**src/rtl/wallace_mul_arbiter.sv**
```systemverilog
// rtl/wallace_mul_arbiter.sv - round-robin sequencer sharing one multicycle 32x32 multiplier
// Define MUL_ARB_SIGNED_EN for two's-complement operands (magnitude in, sign fix-up on capture).
module wallace_mul_arbiter #(
    parameter int NREQ = 4,
    parameter int LAT  = 2
) (
    input  logic               clk,
    input  logic               rst_n,
    input  logic [NREQ-1:0]    req_valid,
    output logic [NREQ-1:0]    req_ready,
    input  logic [32*NREQ-1:0] req_a,
    input  logic [32*NREQ-1:0] req_b,
    output logic [NREQ-1:0]    resp_valid,
    input  logic [NREQ-1:0]    resp_ready,
    output logic [63:0]        resp_data,
    output logic [31:0]        mul_a,
    output logic [31:0]        mul_b,
    input  logic [63:0]        mul_out
);
    localparam int PW = (NREQ > 1) ? $clog2(NREQ) : 1;

    typedef enum logic [1:0] {S_IDLE, S_WAIT, S_RESP} state_t;

    state_t        state_q, state_d;
    logic [PW-1:0] ptr_q, owner_q, gnt_idx, owner_next;
    logic [3:0]    cnt_q;
    logic [31:0]   idx;
    logic          gnt_found, accept, cnt_done, resp_done;
    logic [31:0]   sel_a, sel_b, op_a, op_b;
    logic [63:0]   product;

    // Rotating priority search starting at ptr, wrapping at NREQ-1.
    always_comb begin
        gnt_found = 1'b0;
        gnt_idx   = '0;
        idx       = '0;
        for (int k = 0; k < NREQ; k++) begin
            idx = 32'(ptr_q) + 32'(k);
            if (idx >= 32'(NREQ)) idx = idx - 32'(NREQ);
            if (!gnt_found && req_valid[idx[PW-1:0]]) begin
                gnt_found = 1'b1;
                gnt_idx   = idx[PW-1:0];
            end
        end
    end

    assign accept     = (state_q == S_IDLE) && gnt_found;
    assign cnt_done   = (state_q == S_WAIT) && (cnt_q == 4'd1);
    assign resp_done  = (state_q == S_RESP) && resp_ready[owner_q];
    assign owner_next = (owner_q == PW'(NREQ - 1)) ? '0 : owner_q + 1'b1;
    assign sel_a      = req_a[32*gnt_idx +: 32];
    assign sel_b      = req_b[32*gnt_idx +: 32];

    always_comb begin
        req_ready = '0;
        if (accept && rst_n) req_ready[gnt_idx] = 1'b1;
    end

    always_comb begin
        resp_valid = '0;
        if (state_q == S_RESP) resp_valid[owner_q] = 1'b1;
    end

`ifdef MUL_ARB_SIGNED_EN
    logic neg_q;

    // 0x80000000 negates to itself, which is exactly its magnitude as unsigned.
    assign op_a    = sel_a[31] ? (~sel_a + 32'd1) : sel_a;
    assign op_b    = sel_b[31] ? (~sel_b + 32'd1) : sel_b;
    assign product = (neg_q && (mul_out != 64'd0)) ? (~mul_out + 64'd1) : mul_out;

    always_ff @(posedge clk or negedge rst_n) begin
        if (!rst_n) begin
            neg_q <= 1'b0;
        end else if (accept) begin
            neg_q <= sel_a[31] ^ sel_b[31];
        end
    end
`else
    assign op_a    = sel_a;
    assign op_b    = sel_b;
    assign product = mul_out;
`endif

    always_ff @(posedge clk or negedge rst_n) begin
        if (!rst_n) begin
            state_q <= S_IDLE;
        end else begin
            state_q <= state_d;
        end
    end

    always_comb begin
        state_d = state_q;
        unique case (state_q)
            S_IDLE:  if (gnt_found) state_d = S_WAIT;
            S_WAIT:  if (cnt_q == 4'd1) state_d = S_RESP;
            S_RESP:  if (resp_ready[owner_q]) state_d = S_IDLE;
            default: state_d = S_IDLE;
        endcase
    end

    // mul_a/mul_b only load on accept, so they hold through WAIT and RESP.
    always_ff @(posedge clk or negedge rst_n) begin
        if (!rst_n) begin
            ptr_q     <= '0;
            owner_q   <= '0;
            cnt_q     <= '0;
            mul_a     <= '0;
            mul_b     <= '0;
            resp_data <= '0;
        end else begin
            if (accept) begin
                owner_q <= gnt_idx;
                mul_a   <= op_a;
                mul_b   <= op_b;
                cnt_q   <= 4'(LAT);
            end else if (state_q == S_WAIT) begin
                cnt_q <= cnt_q - 4'd1;
            end
            if (cnt_done) resp_data <= product;
            if (resp_done) ptr_q <= owner_next;
        end
    end
endmodule

```
**config.mk**
```make
export PLATFORM = sky130hd
export DESIGN_NAME = wallace_mul_arbiter
export DESIGN_NICKNAME = d
export VERILOG_FILES = /design/src/rtl/wallace_mul_arbiter.sv
export SDC_FILE = /design/constraint.sdc
export NUM_CORES = 1
export LEC_CHECK = 0
export CORE_AREA = 3 3 180 182
export CTS_CLUSTER_SIZE = 10
export DETAILED_ROUTE_END_ITERATION = 10
export DIE_AREA = 0 0 183 185
export GPL_TIMING_DRIVEN = 0
export PLACE_DENSITY = 0.67
export SYNTH_ARGS = -nofsm -noshare
export SYNTH_HDL_FRONTEND = slang
export SYNTH_SLANG_ARGS = --single-unit
```
**constraint.sdc**
```tcl
create_clock -name clk -period 1.85 [get_ports clk]
set_clock_uncertainty 0.15 [all_clocks]
set_input_delay 0.185 -clock clk [delete_from_list [all_inputs] [get_ports clk]]
set_output_delay 0.185 -clock clk [all_outputs]
set_load 0.01 [all_outputs]
```
==> results.json, run 1 <==
{
  "netlist_area_um2": 6491,
  "die_area_um2": 33860,
  "port_buffers": 465,
  "worst_slew_pin_slew_ns": 0.7998,
  "synth_ff_type": "dfrtp_1",
  "initialDrtViolationCount": 607,
  "cts_sinks": 138,
  "start_kind": "flip-flop",
  "grt_overflow": 0,
  "relSlewSlack_pct": 46.68,
  "setup_slack_ns": -0.5155,
  "die_w_um": 183,
  "first_pass_iters": 9,
  "crit_required_ns": 1.98,
  "end_kind": "flip-flop",
  "fmax_mhz": 422.7,
  "syn_avg_cell_area_um2": 11.10,
  "clk_latency_ns": 0.42,
  "holdWs_ns": -0.4348,
  "clockRootBuffer": "clkbuf_16",
  "arrival_ns": 2.50,
  "antenna_found_initial": 3,
  "setup_violations": 102,
  "layout-drive-gt1-share_pct": 19.45,
  "p_leak_nw": 5.315,
  "postRouteAntennaNets": 0,
  "syn2layout_area_growth_pct": 102.6,
  "synth_edf_count": 0,
  "grt_pass1_wl_um": 46590,
  "wl_per_cell_um": 21.96,
  "min_period_ns": 2.366,
  "yosysWarnings": 0,
  "grt_use_total_pct": 18.49,
  "cts_tree": "done",
  "layout.filler_cells": 2911,
  "initial_core_util_pct": 21.11,
  "drcViolationCount": 0,
  "maxCapViolCount": 0,
  "gp_congestion": 0.8690,
  "mostFrequentLayoutCells": "453 x clkdlybuf4s50_1, 135 x dfrtp_1, 128 x a21oi_1",
  "violations": "hold timing, setup timing",
  "fin_crit_sh_pct": 127.9,
  "final_common_cell": "clkdlybuf4s50_1",
  "core-area_um2": 30750,
  "yosysSeqAreaShare_pct": 53.20,
  "synth_seq_cells": 138,
  "r2r-end": "mul_b[21]",
  "h-tree-depth": 4,
  "hold_viol": 59,
  "rsz0062_at_grt": "yes",
  "synth_cell_types": 42,
  "cts_made_buffers": 17,
  "placementRows": 64,
  "path_max_fanout": 10,
  "fin_nets": 1444,
  "grt_max_degree": 84,
  "hold_class": "input port to async pin",
  "wirelength_um": 33340,
  "ff2ff_path_depth": 9,
  "hpwl_um": 24990,
  "fp.dieH_um": 185,
  "startpoint": "ptr_q[0]",
  "status": "finished, violations left",
  "vias_per_cell": 4.825,
  "syn_nets": 921,
  "path_clk_slew_ns": 0.07,
  "postSynthCellCount": 585,
  "maxSlewViolCount": 0,
  "crit_end": "mul_b[21]",
  "synthArstFlopShare_pct": 100.0,
  "vias": 7324,
  "r2r-start": "ptr_q[0]",
  "grt_pass1_vias": 7532,
  "power_per_cell_area_nw_per_um2": 1454,
  "power_mw": 19.12,
  "rrSetupSlack_ns": -0.52,
  "peakVddDrop_mv": 0.7448,
  "ios": 466,
  "cts_buffer_depth": 2,
  "critPathKind": "flip-flop to flip-flop"
}
-- final cells by class --
cell class	count	area [µm²]	area share, %
sequential	138	3457	26.29
clock buffer	18	439.2	3.339
antenna	1	2.502	0.01903
clock inverter	14	158.9	1.208
tap	396	495.5	3.767
inverter	7	26.28	0.1998
buffer	51	599.3	4.557
timing repair buffer	505	5132	39.03
multi-input combinational	388	2840	21.60
-- cells by family after synthesis --
group | count (synthesis) | synth area share [%]
AO/OA/AOI/OAI | 212 | 21.82
XOR/XNOR | 2 | 0.2699
adder cells (fa/ha/maj) | 6 | 1.156
buffers and inverters | 59 | 4.819
flip-flops | 138 | 53.20
multiplexers | 66 | 11.62
AND/OR/NAND/NOR | 102 | 7.113
-- cell usage after synthesis (2+ instances only) --
library cell,count,share of area [%]
nor2_1,66,3.8
buf_4,4,0.46
nand3_1,2,0.15
inv_1,6,0.35
buf_1,3,0.17
clkbuf_1,19,1.1
buf_6,7,1.2
ha_1,6,1.2
a211oi_1,3,0.35
mux2_2,65,11
nor2b_1,4,0.39
and2_1,4,0.39
a21oi_1,130,10
buf_2,19,1.5
o21ai_1,3,0.23
nor3_1,2,0.15
a222oi_1,64,9.9
dfrtp_1,138,53
o21ai_0,3,0.23
nand2_1,12,0.69
and3_1,4,0.39
-- worst min path at each step --
stage | end | start | depth (start not counted) | slack [ns]
4_1_cts | resp_data[19] | rst_n | 1 | -0.42
3_3_place_gp | resp_data[40] | resp_data[40] | 1 | 0.34
3_5_place_dp | resp_data[19] | rst_n | 1 | 0.06
5_1_grt | resp_data[19] | rst_n | 1 | -0.41
6_report | resp_data[19] | rst_n | 1 | -0.43
2_1_floorplan | cnt_q[0] | rst_n | 0 | -0.26
-- metal layers --
layer  share of wire, %  track usage, %  routed length, µm  up-vias
li1                   -               -                  -     3291
met1                 37           20.84              12430     3530
met2                 50           32.48              16660      450
met3                 10           6.638               3319       49
met4                2.7           6.399                907        4
met5              0.081               0                 27        -
-- critical path, stage by stage (launching register included) --
cell	delay (ns)
dfrtp_1	0.37
buf_6	0.13
inv_1	0.09
nor3_2	0.05
o31a_1	0.30
buf_8	0.15
buf_12	0.13
buf_6	0.13
a222oi_1	0.56
a21oi_1	0.15
-- report_power, final --
part	switching (mW)	total [mW]	internal, mW	leakage [nW]
Sequential	0.871	5.44	4.57	1.58
Clock	1.55	3.61	2.06	0.289
Combinational	4.33	10.1	5.75	3.45
-- state kept, by name, indices dropped and copies added (netlist names) --
name,count
cnt_q,4
mul_a,32
mul_b,32
owner_q,2
ptr_q,2
resp_data,64
state_q,2
-- repair_timing --
| item | 4_1_cts | 5_1_grt |
|---|---|---|
| buffers inserted | 28 | 4 |
| setup endpoints to repair | 143 | 139 |
| pin swaps | 60 | 28 |
| resized for setup | 145 | 35 |
| cloned | 1 | 6 |
| endpoints found under the hold margin | 59 | 59 |
-- metrics by stage --
step                utilization, %  setup TNS, ns  area [µm²]  instances  setup slack (ns)
detailed placement           37.96         -86.60       11670       1447            -1.749
global placement             37.86        -865.20       11640       1446            -5.588
CTS                          41.89         -19.29       12880       1508           -0.5347
finish                       42.77         -20.29       13150       1518           -0.5155
floorplan                        -              0        6492        585          0.007319
global route                 42.77         -28.65       13150       1518           -0.5863
Note: power is estimated with default switching activity, not from simulation.
==> run 2, diff against run 1 <==
--- a/config.mk
+++ b/config.mk
@@ -5,12 +5,14 @@
 export SDC_FILE = /design/constraint.sdc
 export NUM_CORES = 1
 export LEC_CHECK = 0
-export CORE_AREA = 3 3 180 182
+export CORE_AREA = 8 8 175 177
+export CTS_CLUSTER_DIAMETER = 60
 export CTS_CLUSTER_SIZE = 10
 export DETAILED_ROUTE_END_ITERATION = 10
 export DIE_AREA = 0 0 183 185
 export GPL_TIMING_DRIVEN = 0
-export PLACE_DENSITY = 0.67
+export PLACE_DENSITY = 0.72
+export RECOVER_POWER = 25
 export SYNTH_ARGS = -nofsm -noshare
 export SYNTH_HDL_FRONTEND = slang
 export SYNTH_SLANG_ARGS = --single-unit
==> run 2 against run 1 <==
The run still ends with hold timing, setup timing left. Via count grew 1.1%. Register-to-register slack gained 0.05 ns. Non-clock buffer count up 5. Sequential power grew 0.7%. First-iteration DRC count shrank 3.8%. Critical path depth rose by 1. Worst setup slack improved by 0.051 ns. Utilization is 3.7 points higher. Total power fell by 1.3%. Flip-flop and latch count stayed put. Count of clock-buffer cells in the layout is the same.
==> results.json, run 2 (synthesized netlist as in run 1, its figures left out) <==
{
  "fin_crit_sh_pct": 125.1,
  "layout.filler_cells": 2632,
  "path_max_fanout": 9,
  "wirelength_um": 35200,
  "first_pass_iters": 8,
  "maxCapViolCount": 0,
  "h-tree-depth": 4,
  "core-area_um2": 28080,
  "critPathKind": "flip-flop to flip-flop",
  "drcViolationCount": 0,
  "fin_nets": 1449,
  "wl_per_cell_um": 23.30,
  "crit_required_ns": 1.98,
  "die_area_um2": 33860,
  "hold_class": "input port to async pin",
  "utilization_pct": 46.44,
  "mostFrequentLayoutCells": "452 x clkdlybuf4s50_1, 135 x dfrtp_1, 130 x a21oi_1",
  "port_buffers": 465,
  "worst_slew_pin_slew_ns": 0.7073,
  "largest_register_ffs": 64,
  "grt_pass1_vias": 7895,
  "status": "finished, violations left",
  "multi_input_area_um2": 2810,
  "vias": 7408,
  "clockRootBuffer": "clkbuf_16",
  "startpoint": "ptr_q[0]",
  "p_leak_nw": 5.280,
  "min_period_ns": 2.315,
  "slowest_stage": "dfrtp_1",
  "placementRows": 62,
  "layout-drive-gt1-share_pct": 19.01,
  "clk_latency_ns": 0.41,
  "start_kind": "flip-flop",
  "vias_per_cell": 4.903,
  "rrSetupSlack_ns": -0.46,
  "violations": "hold timing, setup timing",
  "cp_cell_sequence": "buf_6 > nand2b_4 > a21o_1 > and3_4 > buf_12 > buf_12 > buf_8 > buf_4 > a222oi_1 > a21oi_1",
  "ff_latch_area_um2": 3457,
  "power_per_cell_area_nw_per_um2": 1446,
  "grt_pass1_wl_um": 49750,
  "initialDrtViolationCount": 584,
  "maxSlewViolCount": 0,
  "end_kind": "flip-flop",
  "path_clk_slew_ns": 0.07,
  "grt_use_total_pct": 19.65,
  "r2r-end": "mul_b[21]",
  "peakVddDrop_mv": 0.7728,
  "gp_congestion": 0.8642,
  "arrival_ns": 2.44,
  "final_common_cell": "clkdlybuf4s50_1",
  "holdWs_ns": -0.3876,
  "cts_buffer_depth": 2,
  "syn2layout_area_growth_pct": 100.9,
  "crit_cells": 10,
  "hpwl_um": 26560,
  "crit_buf_inv": 5,
  "grt_max_degree": 77,
  "die_w_um": 183,
  "fmax_mhz": 432.0,
  "hold_viol": 66,
  "setup_slack_ns": -0.4647,
  "grt_overflow": 0,
  "antenna_found_initial": 1,
  "placed_cells": 1435,
  "power_mw": 18.87,
  "setup_violations": 123,
  "top_register": "resp_data",
  "ff2ff_path_depth": 10,
  "postRouteAntennaNets": 0,
  "cp_top_family": "buffers and inverters",
  "r2r-start": "ptr_q[0]",
  "cts_sinks": 138,
  "cts_tree": "done",
  "relSlewSlack_pct": 52.85,
  "initial_core_util_pct": 23.12,
  "largest_registers": "resp_data (64), mul_a (32), mul_b (32)",
  "ios": 466,
  "cpPeakStageDelay_ns": 0.39,
  "final_cells": 1511,
  "cts_made_buffers": 17,
  "fp.dieH_um": 185,
  "crit_path_frequent_cell": "buf_12",
  "rsz0062_at_grt": "yes"
}
run 2: changes by cell type in the layout (fill, tap and decap cells not counted), moves of 3 or more:
cell and delta:
buf_4 +11, clkinvlp_4 +3, clkbuf_16 -6, buf_16 +4
mux2_2 -6, dlygate4sd2_1 +3, buf_12 -6, buf_2 -4
buf_8 +3, inv_8 +5, inv_6 -4, buf_6 +5
mux2_4 +6
run 2: report_power, final:
part           internal, mW  total, mW  switching (mW)
logic                  5.72       10.0            4.31
clock network          1.78       3.35            1.57
registers              4.57       5.48           0.914
run 2: area by class of cell:
type	instances	area share (%)
diodes	1	0.01919
plain buffers	48	3.809
clock buffers	18	3.290
clock inverters	14	0.9881
inverters	7	0.2015
multi-input cells	388	21.55
flip-flops and latches	138	26.51
well taps	384	3.684
repair buffers	513	39.96
run 2: layer usage:
layer | vias to the layer above | share of wire (%) | GRT usage [%]
li1 | 3297 | - | -
met1 | 3633 | 36 | 20.99
met2 | 433 | 51 | 35.18
met3 | 45 | 10 | 7.317
met4 | 0 | 2.5 | 6.897
met5 | - | 0 | 0
run 2: worst reg2reg max path, delay by kind of cell, from the launching register on:
family,cells,cell delay [ns]
AOI/OAI and AO/OA,3,0.64
DFF,1,0.39
buffers and inverters,5,0.68
and+or+nand+nor,2,0.33
run 2: worst max-delay path by stage:
stage / to / slack [ns]
2_1_floorplan: mul_a[24] / 0.007
3_3_place_gp: mul_a[8] / -5.63
3_5_place_dp: req_ready[2] / -1.71
4_1_cts: req_ready[3] / -0.45
5_1_grt: mul_b[22] / -0.52
6_report: mul_b[21] / -0.46
run 2: through the flow:
stage	area (µm²)	setup TNS, ns	hold slack, ns	setup WS (ns)
final	13040	-25.47	-0.3876	-0.4647
after global routing	13040	-34.37	-0.3511	-0.5170
after CTS	12920	-22.21	-0.3761	-0.4519
after detailed placement	11660	-83.03	0.08952	-1.707
after global placement	11630	-868.00	0.3367	-5.630
after floorplan	6492	0	-0.2606	0.007319
run 2: timing repair:
| action | 4_1_cts | 5_1_grt |
|---|---|---|
| resized for setup | 155 | 26 |
| buffers inserted | 29 | 13 |
| gates cloned | 6 | 1 |
| setup endpoints to repair | 143 | 125 |
| hold endpoints to repair | 66 | 66 |
| pin swaps | 31 | 16 |
==> run 3, diff against run 2 <==
--- a/config.mk
+++ b/config.mk
@@ -6,7 +6,6 @@
 export NUM_CORES = 1
 export LEC_CHECK = 0
 export CORE_AREA = 8 8 175 177
-export CTS_CLUSTER_DIAMETER = 60
 export CTS_CLUSTER_SIZE = 10
 export DETAILED_ROUTE_END_ITERATION = 10
 export DIE_AREA = 0 0 183 185
==> results of run 3 <==
Same layout as run 2: the final DEF is identical, and so are final timing and power.
